## src/rtl/game_dialog_ctrl.sv

```systemverilog
// NPC dialog controller with a 128x64 text-box overlay on a 3-clock video pipeline.
// Define DIALOG_TYPEWRITER_EN to enable the per-character reveal (TYPE state).
module game_dialog_ctrl #(
    parameter int unsigned NUM_NPC       = 4,
    parameter int unsigned PAGES         = 4,
    parameter int unsigned BOX_X         = 400,
    parameter int unsigned BOX_Y         = 600,
    parameter int unsigned REVEAL_FRAMES = 2,
    parameter logic [11:0] TEXT_COLOR    = 12'hFFF,
    parameter logic [11:0] BG_COLOR      = 12'hFF0,
    localparam int unsigned NPC_W        = (NUM_NPC > 1) ? $clog2(NUM_NPC) : 1,
    localparam int unsigned PAGE_W       = (PAGES > 1) ? $clog2(PAGES) : 1
) (
    input  logic               i_clk,
    input  logic               i_rst_n,
    input  logic [10:0]        i_hcount,
    input  logic [10:0]        i_vcount,
    input  logic               i_hsync,
    input  logic               i_vsync,
    input  logic               i_hblnk,
    input  logic               i_vblnk,
    input  logic [11:0]        i_rgb,
    output logic [10:0]        o_hcount,
    output logic [10:0]        o_vcount,
    output logic               o_hsync,
    output logic               o_vsync,
    output logic               o_hblnk,
    output logic               o_vblnk,
    output logic [11:0]        o_rgb,
    input  logic [3:0]         i_key,
    input  logic [3:0]         i_current_pix,
    output logic [7:0]         o_char_xy,
    output logic [3:0]         o_char_line,
    input  logic [7:0]         i_char_line_pixels,
    output logic [NPC_W-1:0]   o_npc_sel,
    output logic [PAGE_W-1:0]  o_page,
    output logic               o_active,
    output logic [NUM_NPC-1:0] o_flags
);

    localparam logic [10:0]       BX        = 11'(BOX_X);
    localparam logic [10:0]       BY        = 11'(BOX_Y);
    localparam logic [4:0]        NPC_HI    = 5'(NUM_NPC + 1);
    localparam logic [PAGE_W-1:0] PAGE_LAST = PAGE_W'(PAGES - 1);

    typedef enum logic [1:0] {StIdle, StType, StWait} state_e;

    state_e              r_state, w_state_d;
    logic [NPC_W-1:0]    r_npc, w_npc_d;
    logic [3:0]          r_pix, w_pix_d;
    logic [PAGE_W-1:0]   r_page, w_page_d;
    logic [NUM_NPC-1:0]  r_flags, w_flags_d;
    logic [3:0]          r_key, r_key_d;
    logic                w_key_ev, w_next_ev, w_accept_ev, w_npc_hit, w_prereq;

    // Key event only on the registered 0 -> non-zero transition, so held keys fire once.
    assign w_key_ev    = (r_key != 4'h0) && (r_key_d == 4'h0);
    assign w_next_ev   = w_key_ev && (r_key == 4'h2);
    assign w_accept_ev = w_key_ev && (r_key == 4'h1);
    assign w_npc_hit   = (i_current_pix >= 4'd2) && ({1'b0, i_current_pix} <= NPC_HI);
    assign w_prereq    = (r_npc == '0) || r_flags[r_npc - 1'b1];

`ifdef DIALOG_TYPEWRITER_EN
    localparam int unsigned      FRM_W    = (REVEAL_FRAMES > 1) ? $clog2(REVEAL_FRAMES) : 1;
    localparam logic [FRM_W-1:0] FRM_LAST = FRM_W'(REVEAL_FRAMES - 1);

    logic [6:0]       r_reveal, w_reveal_d;
    logic [FRM_W-1:0] r_frm, w_frm_d;
    logic             r_vblnk;
    logic             w_tick;

    assign w_tick = i_vblnk && !r_vblnk;
`endif

    always_comb begin
        w_state_d = r_state;
        w_npc_d   = r_npc;
        w_pix_d   = r_pix;
        w_page_d  = r_page;
        w_flags_d = r_flags;
`ifdef DIALOG_TYPEWRITER_EN
        w_reveal_d = r_reveal;
        w_frm_d    = r_frm;
`endif
        case (r_state)
            StIdle: begin
                if (w_npc_hit) begin
                    w_npc_d  = NPC_W'(i_current_pix - 4'd2);
                    w_pix_d  = i_current_pix;
                    w_page_d = '0;
`ifdef DIALOG_TYPEWRITER_EN
                    w_reveal_d = '0;
                    w_frm_d    = '0;
                    w_state_d  = StType;
`else
                    w_state_d  = StWait;
`endif
                end
            end
`ifdef DIALOG_TYPEWRITER_EN
            StType: begin
                if (w_next_ev) begin
                    w_reveal_d = 7'd64;
                    w_state_d  = StWait;
                end else if (w_tick) begin
                    if (r_frm == FRM_LAST) begin
                        w_frm_d    = '0;
                        w_reveal_d = r_reveal + 7'd1;
                        if (r_reveal == 7'd63) w_state_d = StWait;
                    end else begin
                        w_frm_d = r_frm + 1'b1;
                    end
                end
            end
`endif
            StWait: begin
                if (w_next_ev) begin
                    if (r_page != PAGE_LAST) begin
                        w_page_d = r_page + 1'b1;
`ifdef DIALOG_TYPEWRITER_EN
                        w_reveal_d = '0;
                        w_frm_d    = '0;
                        w_state_d  = StType;
`endif
                    end else begin
                        w_state_d = StIdle;
                        w_page_d  = '0;
                    end
                end else if (w_accept_ev && (r_page == PAGE_LAST)) begin
                    if (w_prereq) w_flags_d[r_npc] = 1'b1;
                    w_state_d = StIdle;
                    w_page_d  = '0;
                end
            end
            default: w_state_d = StIdle;
        endcase
`ifdef DIALOG_TYPEWRITER_EN
        if (w_state_d == StIdle) w_reveal_d = '0;
`endif
        // Walking off the NPC tile wins over any key event on the same clock.
        if ((r_state != StIdle) && (i_current_pix != r_pix)) begin
            w_state_d = StIdle;
            w_npc_d   = r_npc;
            w_page_d  = '0;
            w_flags_d = r_flags;
`ifdef DIALOG_TYPEWRITER_EN
            w_reveal_d = '0;
`endif
        end
    end

    always_ff @(posedge i_clk or negedge i_rst_n) begin
        if (!i_rst_n) begin
            r_state <= StIdle;
            r_npc   <= '0;
            r_pix   <= '0;
            r_page  <= '0;
            r_flags <= '0;
            r_key   <= '0;
            r_key_d <= '0;
`ifdef DIALOG_TYPEWRITER_EN
            r_reveal <= '0;
            r_frm    <= '0;
            r_vblnk  <= 1'b0;
`endif
        end else begin
            r_state <= w_state_d;
            r_npc   <= w_npc_d;
            r_pix   <= w_pix_d;
            r_page  <= w_page_d;
            r_flags <= w_flags_d;
            r_key   <= i_key;
            r_key_d <= r_key;
`ifdef DIALOG_TYPEWRITER_EN
            r_reveal <= w_reveal_d;
            r_frm    <= w_frm_d;
            r_vblnk  <= i_vblnk;
`endif
        end
    end

    assign o_active  = (r_state != StIdle);
    assign o_npc_sel = r_npc;
    assign o_page    = r_page;
    assign o_flags   = r_flags;

    // Overlay pipeline: stage 1 addresses the text/font ROMs, stage 2 waits for the glyph row.
    logic [6:0]  w_dx;
    logic [5:0]  w_dy;
    logic        w_in_box, w_show, w_glyph_bit;
    logic [25:0] w_tim_in, r_tim1, r_tim2, r_tim3;
    logic [11:0] r_rgb1, r_rgb2, r_rgb3;
    logic        r_hit1, r_hit2, r_show1, r_show2;
    logic [2:0]  r_bit1, r_bit2;

    assign w_dx     = 7'(i_hcount - BX);
    assign w_dy     = 6'(i_vcount - BY);
    assign w_in_box = (i_hcount >= BX) && (i_hcount < BX + 11'd128) &&
                      (i_vcount >= BY) && (i_vcount < BY + 11'd64);
    assign w_tim_in = {i_hcount, i_vcount, i_hsync, i_vsync, i_hblnk, i_vblnk};

`ifdef DIALOG_TYPEWRITER_EN
    assign w_show = ({1'b0, w_dy[5:4], w_dx[6:3]} < r_reveal);
`else
    assign w_show = 1'b1;
`endif

    assign w_glyph_bit = i_char_line_pixels[3'd7 - r_bit2];

    always_ff @(posedge i_clk or negedge i_rst_n) begin
        if (!i_rst_n) begin
            r_tim1      <= '0;
            r_tim2      <= '0;
            r_tim3      <= '0;
            r_rgb1      <= '0;
            r_rgb2      <= '0;
            r_rgb3      <= '0;
            r_hit1      <= 1'b0;
            r_hit2      <= 1'b0;
            r_show1     <= 1'b0;
            r_show2     <= 1'b0;
            r_bit1      <= '0;
            r_bit2      <= '0;
            o_char_xy   <= '0;
            o_char_line <= '0;
        end else begin
            r_tim1      <= w_tim_in;
            r_tim2      <= r_tim1;
            r_tim3      <= r_tim2;
            r_rgb1      <= i_rgb;
            r_rgb2      <= r_rgb1;
            r_hit1      <= w_in_box && o_active;
            r_hit2      <= r_hit1;
            r_show1     <= w_show;
            r_show2     <= r_show1;
            r_bit1      <= w_dx[2:0];
            r_bit2      <= r_bit1;
            o_char_xy   <= w_in_box ? {2'b00, w_dy[5:4], w_dx[6:3]} : 8'h00;
            o_char_line <= w_in_box ? w_dy[3:0] : 4'h0;
            if (r_hit2) r_rgb3 <= (w_glyph_bit && r_show2) ? TEXT_COLOR : BG_COLOR;
            else        r_rgb3 <= r_rgb2;
        end
    end

    assign {o_hcount, o_vcount, o_hsync, o_vsync, o_hblnk, o_vblnk} = r_tim3;
    assign o_rgb = r_rgb3;

endmodule

```

## config.mk

```make
export PLATFORM = sky130hd
export DESIGN_NAME = game_dialog_ctrl
export DESIGN_NICKNAME = d
export VERILOG_FILES = /design/src/rtl/game_dialog_ctrl.sv
export SDC_FILE = /design/constraint.sdc
export NUM_CORES = 1
export LEC_CHECK = 0
export CAP_MARGIN = 10
export CORE_UTILIZATION = 45
export DETAILED_ROUTE_END_ITERATION = 12
export DONT_BUFFER_PORTS = 1
export PLACE_DENSITY = 0.71
export SYNTH_ARGS = -nofsm -noshare
export SYNTH_HDL_FRONTEND = slang
export SYNTH_SLANG_ARGS = --single-unit
```

## constraint.sdc

```tcl
create_clock -name i_clk -period 2.2 [get_ports i_clk]
set_clock_uncertainty 0.1 [all_clocks]
set_input_delay 0.66 -clock i_clk [delete_from_list [all_inputs] [get_ports i_clk]]
set_output_delay 0.66 -clock i_clk [all_outputs]
set_load 0.005 [all_outputs]
```

# --- After elaboration in Yosys (flattened, before gate mapping) ---
# Cells that the tools add are included.
op_classes:
  add_sub_neg: 6
  magnitude_cmp: 10
  n_eq_ne: 9
  muxes: 21
  bitwise: 3
  reduce_logical: 24
op_table:
  columns: ["op", "count"]
  rows:
  - ["< comparator 11 x 10 -> 1 bit, second input constant", 2]
  - ["two-way mux 2 bit", 9]
  - ["logical AND 1 bit", 12]
  - ["two-way mux 12 bit", 1]
  - [">= comparator 11 x 10 -> 1 bit, second input constant", 1]
  - [">= comparator 11 x 9 -> 1 bit, second input constant", 1]
  - ["AND reduction 3 bit", 3]
  - ["two-way mux 4 bit", 2]
  - ["inequality test 4 bit, second input constant", 2]
  - ["case mux 2 bit (2 select lines)", 2]
  - ["subtractor 7 x 5 -> 7 bit, second input constant", 1]
  - ["< comparator 2 x 3 -> 1 bit, second input constant", 2]
  - ["two-way mux 6 bit", 1]
  - ["subtractor 6 x 5 -> 6 bit, second input constant", 1]
  - ["AND reduction 5 bit", 1]
  - ["== test 2 bit, second input constant", 2]
  - ["== test 4 x 1 -> 1 bit, second input constant", 1]
  - ["== test 4 x 2 -> 1 bit, second input constant", 1]
  - [">= comparator 4 x 2 -> 1 bit, second input constant", 1]
  - ["<= comparator 4 x 3 -> 1 bit, second input constant", 1]
  - ["zero test 2 bit", 2]
  - ["zero test 4 bit", 1]
  - ["< comparator 3 x 4 -> 1 bit, second input constant", 1]
  - ["inequality test 4 bit", 1]
  - ["other kinds (18)", 21]
totals:
  register_bits: 156
  in_bits: 56
  output_inout_bits: 59

# --- Longest topological paths before layout ---
# Gate-level depths: netlist of the first run.
depth:
  ltp_word: 8
  mapped_depth: 6
  depth_no_buf: 5

# --- Worst setup path before layout of the first run ---
# No wires, ideal clock.
synth_timing:
  path_kind: "register to register"
  from: "register r_npc[0], in the netlist o_npc_sel[0]"
  to: "register r_flags[1], in the netlist o_flags[1]"
  setup_time_ns: 0.120
  arrival_ns: 1.708
  t_required_ns: 1.980
  path_slack_ns: 0.272
  path_stages_with_launch: 6
  n_path_buf: 0
  path_cell_list: "dfrtp_1 -> inv_1 -> ha_1 -> mux4_2 -> or2_1 -> a31o_2"
synth_via:
  elab_chain_len: 5
synth_lines:
  columns: ["element", "line", "source"]
  rows:
  - ["from (decl)", "49", "logic [NPC_W-1:0] r_npc, w_npc_d;"]
  - ["from (signal assigned)", "168", "r_npc <= w_npc_d;"]
  - ["subtractor 2 x 1 -> 2 bit, or another cell as far along", "61", "assign w_prereq = (r_npc == '0) || r_flags[r_npc - 1'b1];"]
  - ["binary-select mux 1 bit (select 2 bit) or logical AND 1 bit (tied branches)", "61, 130", null]
  - ["two-way mux 1 bit (on tied branches)", "61, 130", null]
  - ["logical OR 1 bit or demux 1 bit (select 2 bit) (tied branches)", "61, 130", null]
  - ["AND reduction 5 bit (no source line) or OR 4 bit (tied branches)", null, null]
  - ["to (signal assigned)", "171", "r_flags <= w_flags_d;"]
  - ["to (decl)", "52", "logic [NUM_NPC-1:0] r_flags, w_flags_d;"]
# Several ways; a longest one is shown, not always the timed one. The select of a mux whose other input is x is not followed.
# A chain may end at the register's enable or synchronous reset.

# --- Worst setup path in the final report of the first run ---
# Same ends and word-level chain as after synthesis.

==> run_results.csv, run 1 <==
group,metric,value,unit
grt,grtUsageTotal,15.0,%
timing,fmax,490,MHz
drt,dr_total_vias,2044,
final_layout,fin_nets,345,
clock_network,clk_latency,500,ps
worst_setup_path,cp_data_required_time,2490,ps
timing,setup_tns,0,ps
worst_setup_path,crit_arrival,2330,ps
die,fp.dieW,103,um
yosys,yosys_warnings,0,
timing,period_needed,2040,ps
clock_network,clockRootBuffer,"clkbuf_8",
clock_network,clockBufferDepth,2,
drt,first_iter_violations,84,
power,leakagePower,2.42,nW
yosys,synthCells,265,
timing,whs,-249,ps
worst_setup_path,start_kind,"register",
yosys,ys_seq_area_share,81.2,%
yosys,netlist_area,4590,sq um
timing,setup_viol,0,
power,irDropWorstVdd,0.000495,V
drt,wl_per_cell,16.9,um
clock_network,cts_buffers,17,
final_layout,multi_input_area,790,sq um
timing,finalCritPeriodShare,92.8,%
flow_run,timing.max_cap.violations,0,
power,cellPowerDensity,1120,nW/um^2
clock_network,cts_resized,0,
place,place.gp.congestion,0.739,
die,die_y,103,um
grt,grt_max_degree,150,
final_layout,nFillCells,804,
drt,drt-pass1-iter-count,4,
final_layout,drive_gt1_share,18.4,%
yosys,ys_async_sr_fraction,100,%
clock_network,htreeDepth,4,
die,initial_core_util,46.7,%
final_layout,diodes,0,
place,io_buffers,0,
grt,grt_pass1_wl,11200,um
yosys,synth_cell_types,43,
die,num_rows,36,
yosys,syn_avg_cell_area,17.3,sq um
worst_hold_path,min_path_type,"primary input to async pin",
grt,antenna_found_initial,0,
die,die_area,10600,sq um
yosys,synth_edf_count,0,
grt,grt_pass1_vias,2131,
timing,final-max-slew-violation-count,0,
clock_network,cts_tree,"done",
die,core-area,9820,sq um
drt,avgViaCountPerCell,4.79,
grt,overflow,0,
outcome,violations,"hold timing",
yosys,ys.flop_type,"dfrtp_1",
drt,postRouteWirelength,7200,um
place,hpwlAfterDp,4700,um
clock_network,clkTransAtPathRegs,60,ps
final_layout,syn2layout_area_growth,15.6,%
yosys,ys_seq_elements,149,
final_layout,seqCellArea,3730,sq um
timing,hold_violations,149,
drt,drcViolationCount,0,
power,power.total,0.00596,W
drt,antenna_left,0,
die,design.portCount,115,
outcome,status,"finished, violations left",
clock_network,cts.sinks,149,
worst_setup_path,critPathKind,"register to register",
worst_setup_path,crit_path_end_kind,"register",
worst_setup_path,cp_max_fo,5,
timing,rsz0062_at_grt,"false",
-- final cells by class --
cell class,instances,share of cell area [%]
sequential,149,70.3
multi-input combinational,100,14.9
clock buffer,20,8.21
tap,133,3.14
clock inverter,12,2.48
inverter,12,0.849
timing repair buffer,1,0.142
-- cell usage after synthesis, types with 3 or more instances --
cell type    n  share of area (%)
nor2_1       8               0.65
nand2_1      3               0.25
nand3_1      6               0.65
xor2_1       6                1.1
or2_2        8                1.1
dfrtp_1    149                 81
a31o_2       3               0.57
buf_4        3               0.49
nor3_1       4               0.44
ha_1         8                2.2
a21oi_1      4               0.44
nor2b_1      3               0.41
o21ai_0     10                1.1
inv_1       12               0.98
-- where the power goes --
part | switching [W] | leakage (nW) | internal [W]
Combinational | 0.000145 | 0.373 | 0.000122
Clock | 0.00103 | 0.267 | 0.00164
Sequential | 0.000108 | 1.78 | 0.00291
Total | 0.00129 | 2.42 | 0.00467
-- flip-flops by register name (all words and copies together) (netlist names), 2 cells and up --
name / cells
r_tim2: 24
o_rgb: 12
r_rgb1: 12
r_rgb2: 12
o_page: 2
r_key_d: 4
r_bit1: 2
o_char_line: 4
r_tim1: 24
o_npc_sel: 2
r_key: 4
o_char_xy: 6
o_flags: 4
r_bit2: 2
r_tim3: 26
r_pix: 4
-- worst paths after layout --
| check | startpoint | endpoint | slack (ps) | cells after the start |
|---|---|---|---|---|
| max reg2reg | o_npc_sel[0] | o_flags[1] | 160 | 5 |
| max | o_npc_sel[0] | o_flags[1] | 160 | 5 |
| min | i_rst_n | o_rgb[8] | -250 | 0 |
| min reg2reg | r_rgb1[1] | r_rgb2[1] | 240 | 0 |
| max in group asynchronous | i_rst_n | r_tim2[5] | 2020 | 0 |
| min in group i_clk | i_key[0] | r_key[0] | 80 | 0 |
-- worst max-delay path: stages, from the launching register on --
cell and delay (ps):
dfrtp_1 430, inv_1 110, ha_1 310, mux4_2 480
or2_1 250, a31o_2 240
-- timing repair --
item / CTS / global route
setup buffers: 0 / 0
endpoints found under the hold margin: 149 / 149
endpoints found under the setup margin: 0 / 0
-- cells in the final DEF (no fill, tap or decap), types with 4 or more instances in the layout --
cell	count
dfrtp_1	149
clkbuf_16	16
inv_1	12
o21ai_0	10
nor2_1	8
or2_2	8
ha_1	8
nand3_1	6
xor2_1	6
a21oi_1	4
nor3_1	4
clkinvlp_4	4
-- per-stage QoR --
| stage | util [%] | hold WS [ps] | cell area, sq um | setup slack (ps) | instances |
|---|---|---|---|---|---|
| finish | 54.0 | -249 | 5300 | 158 | 427 |
| global route | 54.0 | -288 | 5300 | 63.6 | 427 |
| CTS | 54.0 | -279 | 5300 | 148 | 427 |
| detailed placement | 48.2 | 235 | 4740 | 163 | 395 |
| global placement | 48.2 | 232 | 4740 | 235 | 395 |
| floorplan | - | 231 | 4590 | 272 | 266 |
-- metal layers --
layer  up-vias  track usage (%)  routed length, um
li1        907                -                  -
met1      1055             17.5               2770
met2        74             23.0               3640
met3         8             8.27                693
met4         0             6.28                 91
met5         -                0                  0
-- cell families after synthesis --
| group | synth area share (%) |
|---|---|
| mux | 2.34 |
| simple gates | 7.33 |
| flops | 81.2 |
| fa+ha+maj | 2.18 |
| other cells | 0.164 |
| buf+inv | 1.64 |
| compound gates | 3.76 |
| xor+xnor | 1.34 |
No activity file was read; power rests on OpenSTA's default activity.
==> run 2, diff against run 1 <==
--- a/config.mk
+++ b/config.mk
@@ -7,6 +7,7 @@
 export LEC_CHECK = 0
 export CAP_MARGIN = 10
 export CORE_UTILIZATION = 45
+export CTS_CLUSTER_DIAMETER = 60
 export DETAILED_ROUTE_END_ITERATION = 12
 export DONT_BUFFER_PORTS = 1
 export PLACE_DENSITY = 0.71
==> constraint.sdc (replaced) <==
create_clock -name i_clk -period 2.1 [get_ports i_clk]
set_clock_uncertainty 0.1 [all_clocks]
set_input_delay 0.63 -clock i_clk [delete_from_list [all_inputs] [get_ports i_clk]]
set_output_delay 0.63 -clock i_clk [all_outputs]
set_load 0.005 [all_outputs]
==> run 2 against run 1 <==
The flow still finishes with violations (hold timing). Worst setup slack worse by 43 ps. Fmax up 2.9%. Register-to-register slack worse by 40 ps. Critical endpoint is now o_flags[3]. Global-route usage up 0.25 points. Sequential share of layout area down 0.12 points. Cell count up 0.23%. First-iteration DRC count up 82%. Die area unchanged.
==> run_results.csv, run 2 (same netlist as run 1, synthesis figures left out) <==
group,metric,value,unit
power,leakagePower,2.44,nW
die,core-area,9820,sq um
final_layout,drive_gt1_share,18.6,%
timing,final-max-slew-violation-count,0,
die,design.portCount,115,
final_layout,largestRegisters,"r_tim3 x26, r_tim1 x24, r_tim2 x24",
timing,period_needed,1980,ps
timing,rsz0062_at_grt,"false",
final_layout,fin_nets,346,
drt,drcViolationCount,0,
drt,avgViaCountPerCell,4.85,
worst_setup_path,reg2reg_slack,120,ps
worst_setup_path,cp_slowest_stage_delay,480,ps
timing,hold_violations,149,
grt,met3_usage,9.08,%
final_layout,largest_reg_flops,26,
worst_setup_path,worst_r2r_path_depth,5,
worst_setup_path,path_cells,"inv_2 > ha_1 > mux4_2 > or2_1 > a31o_2",
clock_network,cts_tree,"done",
place,dp_slack,104,ps
final_layout,multi_input_area,790,sq um
place,io_buffers,0,
clock_network,clkTransAtPathRegs,60,ps
worst_hold_path,min_path_type,"primary input to async pin",
clock_network,cts_buffers,17,
final_layout,syn2layout_area_growth,15.8,%
clock_network,cts.sinks,149,
drt,drt-pass1-iter-count,4,
clock_network,htreeDepth,4,
timing,whs,-279,ps
timing,fmax,504,MHz
timing,finalCritPeriodShare,94.5,%
final_layout,diodes,0,
clock_network,clk_latency,510,ps
die,initial_core_util,46.7,%
outcome,status,"finished, violations left",
power,irDropWorstVdd,0.000520,V
final_layout,regMostFlops,"r_tim3",
final_layout,mostFrequentLayoutCell,"dfrtp_1",
grt,grt_max_degree,150,
final_layout,seqCellArea,3730,sq um
outcome,violations,"hold timing",
worst_setup_path,crit_arrival,2270,ps
timing,setup_viol,0,
clock_network,post-cts-setup-buffer-count,0,
clock_network,clockRootBuffer,"clkbuf_8",
power,power.total,0.00628,W
flow_run,timing.max_cap.violations,0,
clock_network,clockBufferDepth,2,
grt,grt.met2_usage,23.3,%
worst_setup_path,cp_max_fo,4,
final_layout,layout_common_cells,"149 x dfrtp_1, 16 x clkbuf_16, 11 x inv_1, 10 x o21ai_0",
drt,antenna_left,0,
worst_setup_path,crit_path_end_kind,"register",
worst_setup_path,start_kind,"register",
worst_setup_path,crit_slowest_cell,"mux4_2",
die,die_y,103,um
place,place.gp.congestion,0.732,
die,num_rows,36,
die,die_area,10600,sq um
drt,first_iter_violations,153,
final_layout,nFillCells,799,
power,cellPowerDensity,1180,nW/um^2
drt,wl_per_cell,16.9,um
grt,overflow,0,
timing,setup_tns,0,ps
place,hpwlAfterDp,4700,um
worst_setup_path,cp_data_required_time,2390,ps
grt,grtUsageTotal,15.2,%
grt,grtUsageMet1,17.3,%
die,fp.dieW,103,um
drt,dr_total_vias,2074,
grt,grt.busiest_layer,"met2",
worst_setup_path,critPathKind,"register to register",
grt,grt_pass1_wl,11400,um
drt,postRouteWirelength,7220,um
grt,antenna_found_initial,0,
timing,timing.final.ws_setup,116,ps
grt,grt_pass1_vias,2164,
==> run 2: layout make-up <==
| cell class | instances | share of cell area, % |
|---|---|---|
| inverter | 12 | 0.848 |
| tap | 133 | 3.13 |
| sequential | 149 | 70.2 |
| multi-input combinational | 100 | 14.9 |
| clock buffer | 23 | 8.78 |
| timing repair buffer | 2 | 0.283 |
| clock inverter | 9 | 1.91 |
==> run 2: critical path, delay by kind of cell, from the launching register on <==
family	cells	cell delay, ps
multiplexers	1	480
flip-flops	1	420
adder cells (fa/ha/maj)	1	290
AND/OR/NAND/NOR	1	260
AO/OA/AOI/OAI	1	250
buffers and inverters	1	80
==> run 2: final timing paths <==
| path | startpoint | to |
|---|---|---|
| min in group i_clk | i_hcount[8] | r_tim1[23] |
| worst min register to register | r_tim1[14] | r_tim2[14] |
| worst max register to register | o_npc_sel[1] | o_flags[3] |
| worst max-delay path | o_npc_sel[1] | o_flags[3] |
| max in group asynchronous | i_rst_n | r_key_d[0] |
| worst min-delay path | i_rst_n | o_rgb[8] |
==> run 2: layer usage <==
layer / vias to the layer above / routed length (um)
li1: 913 / -
met1: 1065 / 2710
met5: - / 0
met2: 89 / 3620
met3: 7 / 803
met4: 0 / 89
==> run 2: stage by stage <==
step / hold slack, ps / std cells / cell area [sq um] / util [%]
detailed placement: 235 / 396 / 4740 / 48.3
floorplan: 231 / 266 / 4590 / -
finish: -279 / 428 / 5310 / 54.1
CTS: -300 / 428 / 5310 / 54.1
global placement: 232 / 396 / 4740 / 48.3
global route: -316 / 428 / 5310 / 54.1
==> run 2: timing repair <==
action                                  CTS  global route
resized for setup                         0             1
hold endpoints to repair                149           149
endpoints found under the setup margin    0             3
==> run 2: power breakdown <==
| part | total (W) | internal [W] | switching, W |
|---|---|---|---|
| sequential | 0.00316 | 0.00305 | 0.000106 |
| combinational | 0.000307 | 0.000139 | 0.000168 |
| clock | 0.00282 | 0.00177 | 0.00104 |
==> run 3, diff against run 2 <==
--- a/config.mk
+++ b/config.mk
@@ -11,6 +11,7 @@
 export DETAILED_ROUTE_END_ITERATION = 12
 export DONT_BUFFER_PORTS = 1
 export PLACE_DENSITY = 0.71
+export REMOVE_ABC_BUFFERS = 1
 export SYNTH_ARGS = -nofsm -noshare
 export SYNTH_HDL_FRONTEND = slang
 export SYNTH_SLANG_ARGS = --single-unit
==> run 3 against run 2 <==
The flow still finishes with violations (hold timing). Flip-flop and latch count is the same. Global-route usage grew 0.32 points. Critical path depth is the same. Cell count shrank 0.70%. Worst hold slack lost 5.4 ps. Count of clock-buffer cells in the layout shrank 3. Fmax shrank 0.29%.
==> run_results.csv, run 3 (same netlist as run 1, synthesis figures left out) <==
group,metric,value,unit
outcome,status,"finished, violations left",
outcome,violations,"hold timing",
power,irDropWorstVdd,0.000560,V
place,place.gp.congestion,0.759,
timing,hold_violations,149,
die,core-area,9820,sq um
die,die_area,10600,sq um
drt,postRouteWirelength,7310,um
grt,overflow,0,
timing,setup_tns,0,ps
clock_network,clkTransAtPathRegs,60,ps
worst_setup_path,critPathKind,"register to register",
place,io_buffers,0,
flow_run,timing.max_cap.violations,0,
die,num_rows,36,
grt,grt_pass1_wl,11600,um
final_layout,multi_input_area,802,sq um
final_layout,fin_nets,346,
worst_setup_path,crit_path_end_kind,"register",
timing,finalCritPeriodShare,94.8,%
timing,setup_viol,0,
final_layout,mostFrequentLayoutCell,"dfrtp_1",
grt,grt_pass1_vias,2177,
final_layout,syn2layout_area_growth,16.5,%
timing,rsz0062_at_grt,"false",
drt,avgViaCountPerCell,4.78,
final_layout,regMostFlops,"r_tim3",
power,cellPowerDensity,1210,nW/um^2
final_layout,nFillCells,798,
clock_network,cts_tree,"done",
grt,antenna_found_initial,0,
power,leakagePower,2.45,nW
clock_network,htreeDepth,4,
drt,wl_per_cell,17.2,um
place,hpwlAfterDp,4740,um
drt,antenna_left,0,
final_layout,diodes,0,
die,die_y,103,um
worst_setup_path,cp_max_fo,4,
final_layout,largestRegisters,"r_tim3 x26, r_tim1 x24, r_tim2 x24",
grt,grtUsageTotal,15.6,%
clock_network,cts.sinks,149,
die,initial_core_util,46.7,%
worst_hold_path,min_path_type,"primary input to async pin",
power,power.total,0.00650,W
final_layout,drive_gt1_share,18.5,%
clock_network,clockRootBuffer,"clkbuf_8",
final_layout,final_util,54.5,%
worst_setup_path,worst_r2r_path_depth,5,
place,dp_slack,58.8,ps
timing,timing.final.ws_setup,110,ps
clock_network,clockBufferDepth,2,
final_layout,layout_common_cells,"149 x dfrtp_1, 16 x clkbuf_16, 11 x inv_1, 10 x o21ai_0",
clock_network,cts_buffers,17,
final_layout,seqCellArea,3730,sq um
worst_setup_path,cp_data_required_time,2390,ps
timing,whs,-284,ps
final_layout,largest_reg_flops,26,
timing,fmax,502,MHz
drt,first_iter_violations,64,
die,design.portCount,115,
drt,dr_total_vias,2032,
clock_network,clk_latency,500,ps
grt,grt_max_degree,150,
worst_setup_path,crit_arrival,2280,ps
timing,final-max-slew-violation-count,0,
worst_setup_path,start_kind,"register",
timing,period_needed,1990,ps
drt,drt-pass1-iter-count,4,
drt,drcViolationCount,0,
die,fp.dieW,103,um
==> run 3: changes by cell type in the layout (fill, tap and decap cells not counted) <==
cell / before / now
clkinv_4: 1 / 2
clkinv_2: 5 / 2
clkbuf_8: 4 / 2
ha_1: 8 / 7
clkbuf_1: 3 / 2
ha_4: 0 / 1
bufinv_16: 2 / 4
==> run 3: through the flow <==
step / hold slack [ps] / cell area (sq um) / std cells
global route: -324 / 5350 / 425
detailed placement: 235 / 4740 / 396
global placement: 232 / 4740 / 396
CTS: -310 / 5340 / 425
floorplan: 231 / 4560 / 261
finish: -284 / 5350 / 425
==> run 3: path summary, 6_finish.rpt <==
kind | start | to | slack (ps)
max | o_npc_sel[1] | o_flags[1] | 110
max in group asynchronous | i_rst_n | r_tim3[21] | 1940
max reg2reg | o_npc_sel[1] | o_flags[1] | 110
min in group i_clk | i_rgb[10] | r_rgb1[10] | 50
min reg2reg | r_tim1[23] | r_tim2[23] | 240
min | i_rst_n | o_char_xy[4] | -280
==> run 3: metal layers <==
| metal | global-route usage (%) | vias up | routed length [um] |
|---|---|---|---|
| met5 | 0 | - | 0 |
| met4 | 8.02 | 0 | 114 |
| met3 | 8.47 | 9 | 680 |
| met2 | 23.3 | 88 | 3680 |
| met1 | 18.1 | 1017 | 2840 |
| li1 | - | 918 | - |
==> run 3: area by class of cell <==
class | instances | area share (%)
clock inverter | 9 | 2.90
clock buffer | 20 | 8.14
sequential | 149 | 69.7
timing repair buffer | 2 | 0.281
tap | 133 | 3.11
inverter | 12 | 0.842
multi-input combinational | 100 | 15.0
==> run 3: power by group <==
part	switching (W)	total [W]	internal [W]
clock network	0.00105	0.00299	0.00194
registers	0.000105	0.00316	0.00305
logic	0.000192	0.000354	0.000162
total	0.00134	0.00650	0.00515
==> run 3: timing repair <==
action,CTS,global route
hold endpoints to repair,149,149
resized for setup,0,2
setup buffers,0,0
endpoints found under the setup margin,0,3
==> run 3: critical path: stages, from the launching register on <==
cell     delay, ps
dfrtp_1        420
inv_2           90
ha_4           280
mux4_2         470
or2_1          260
a31o_2         250
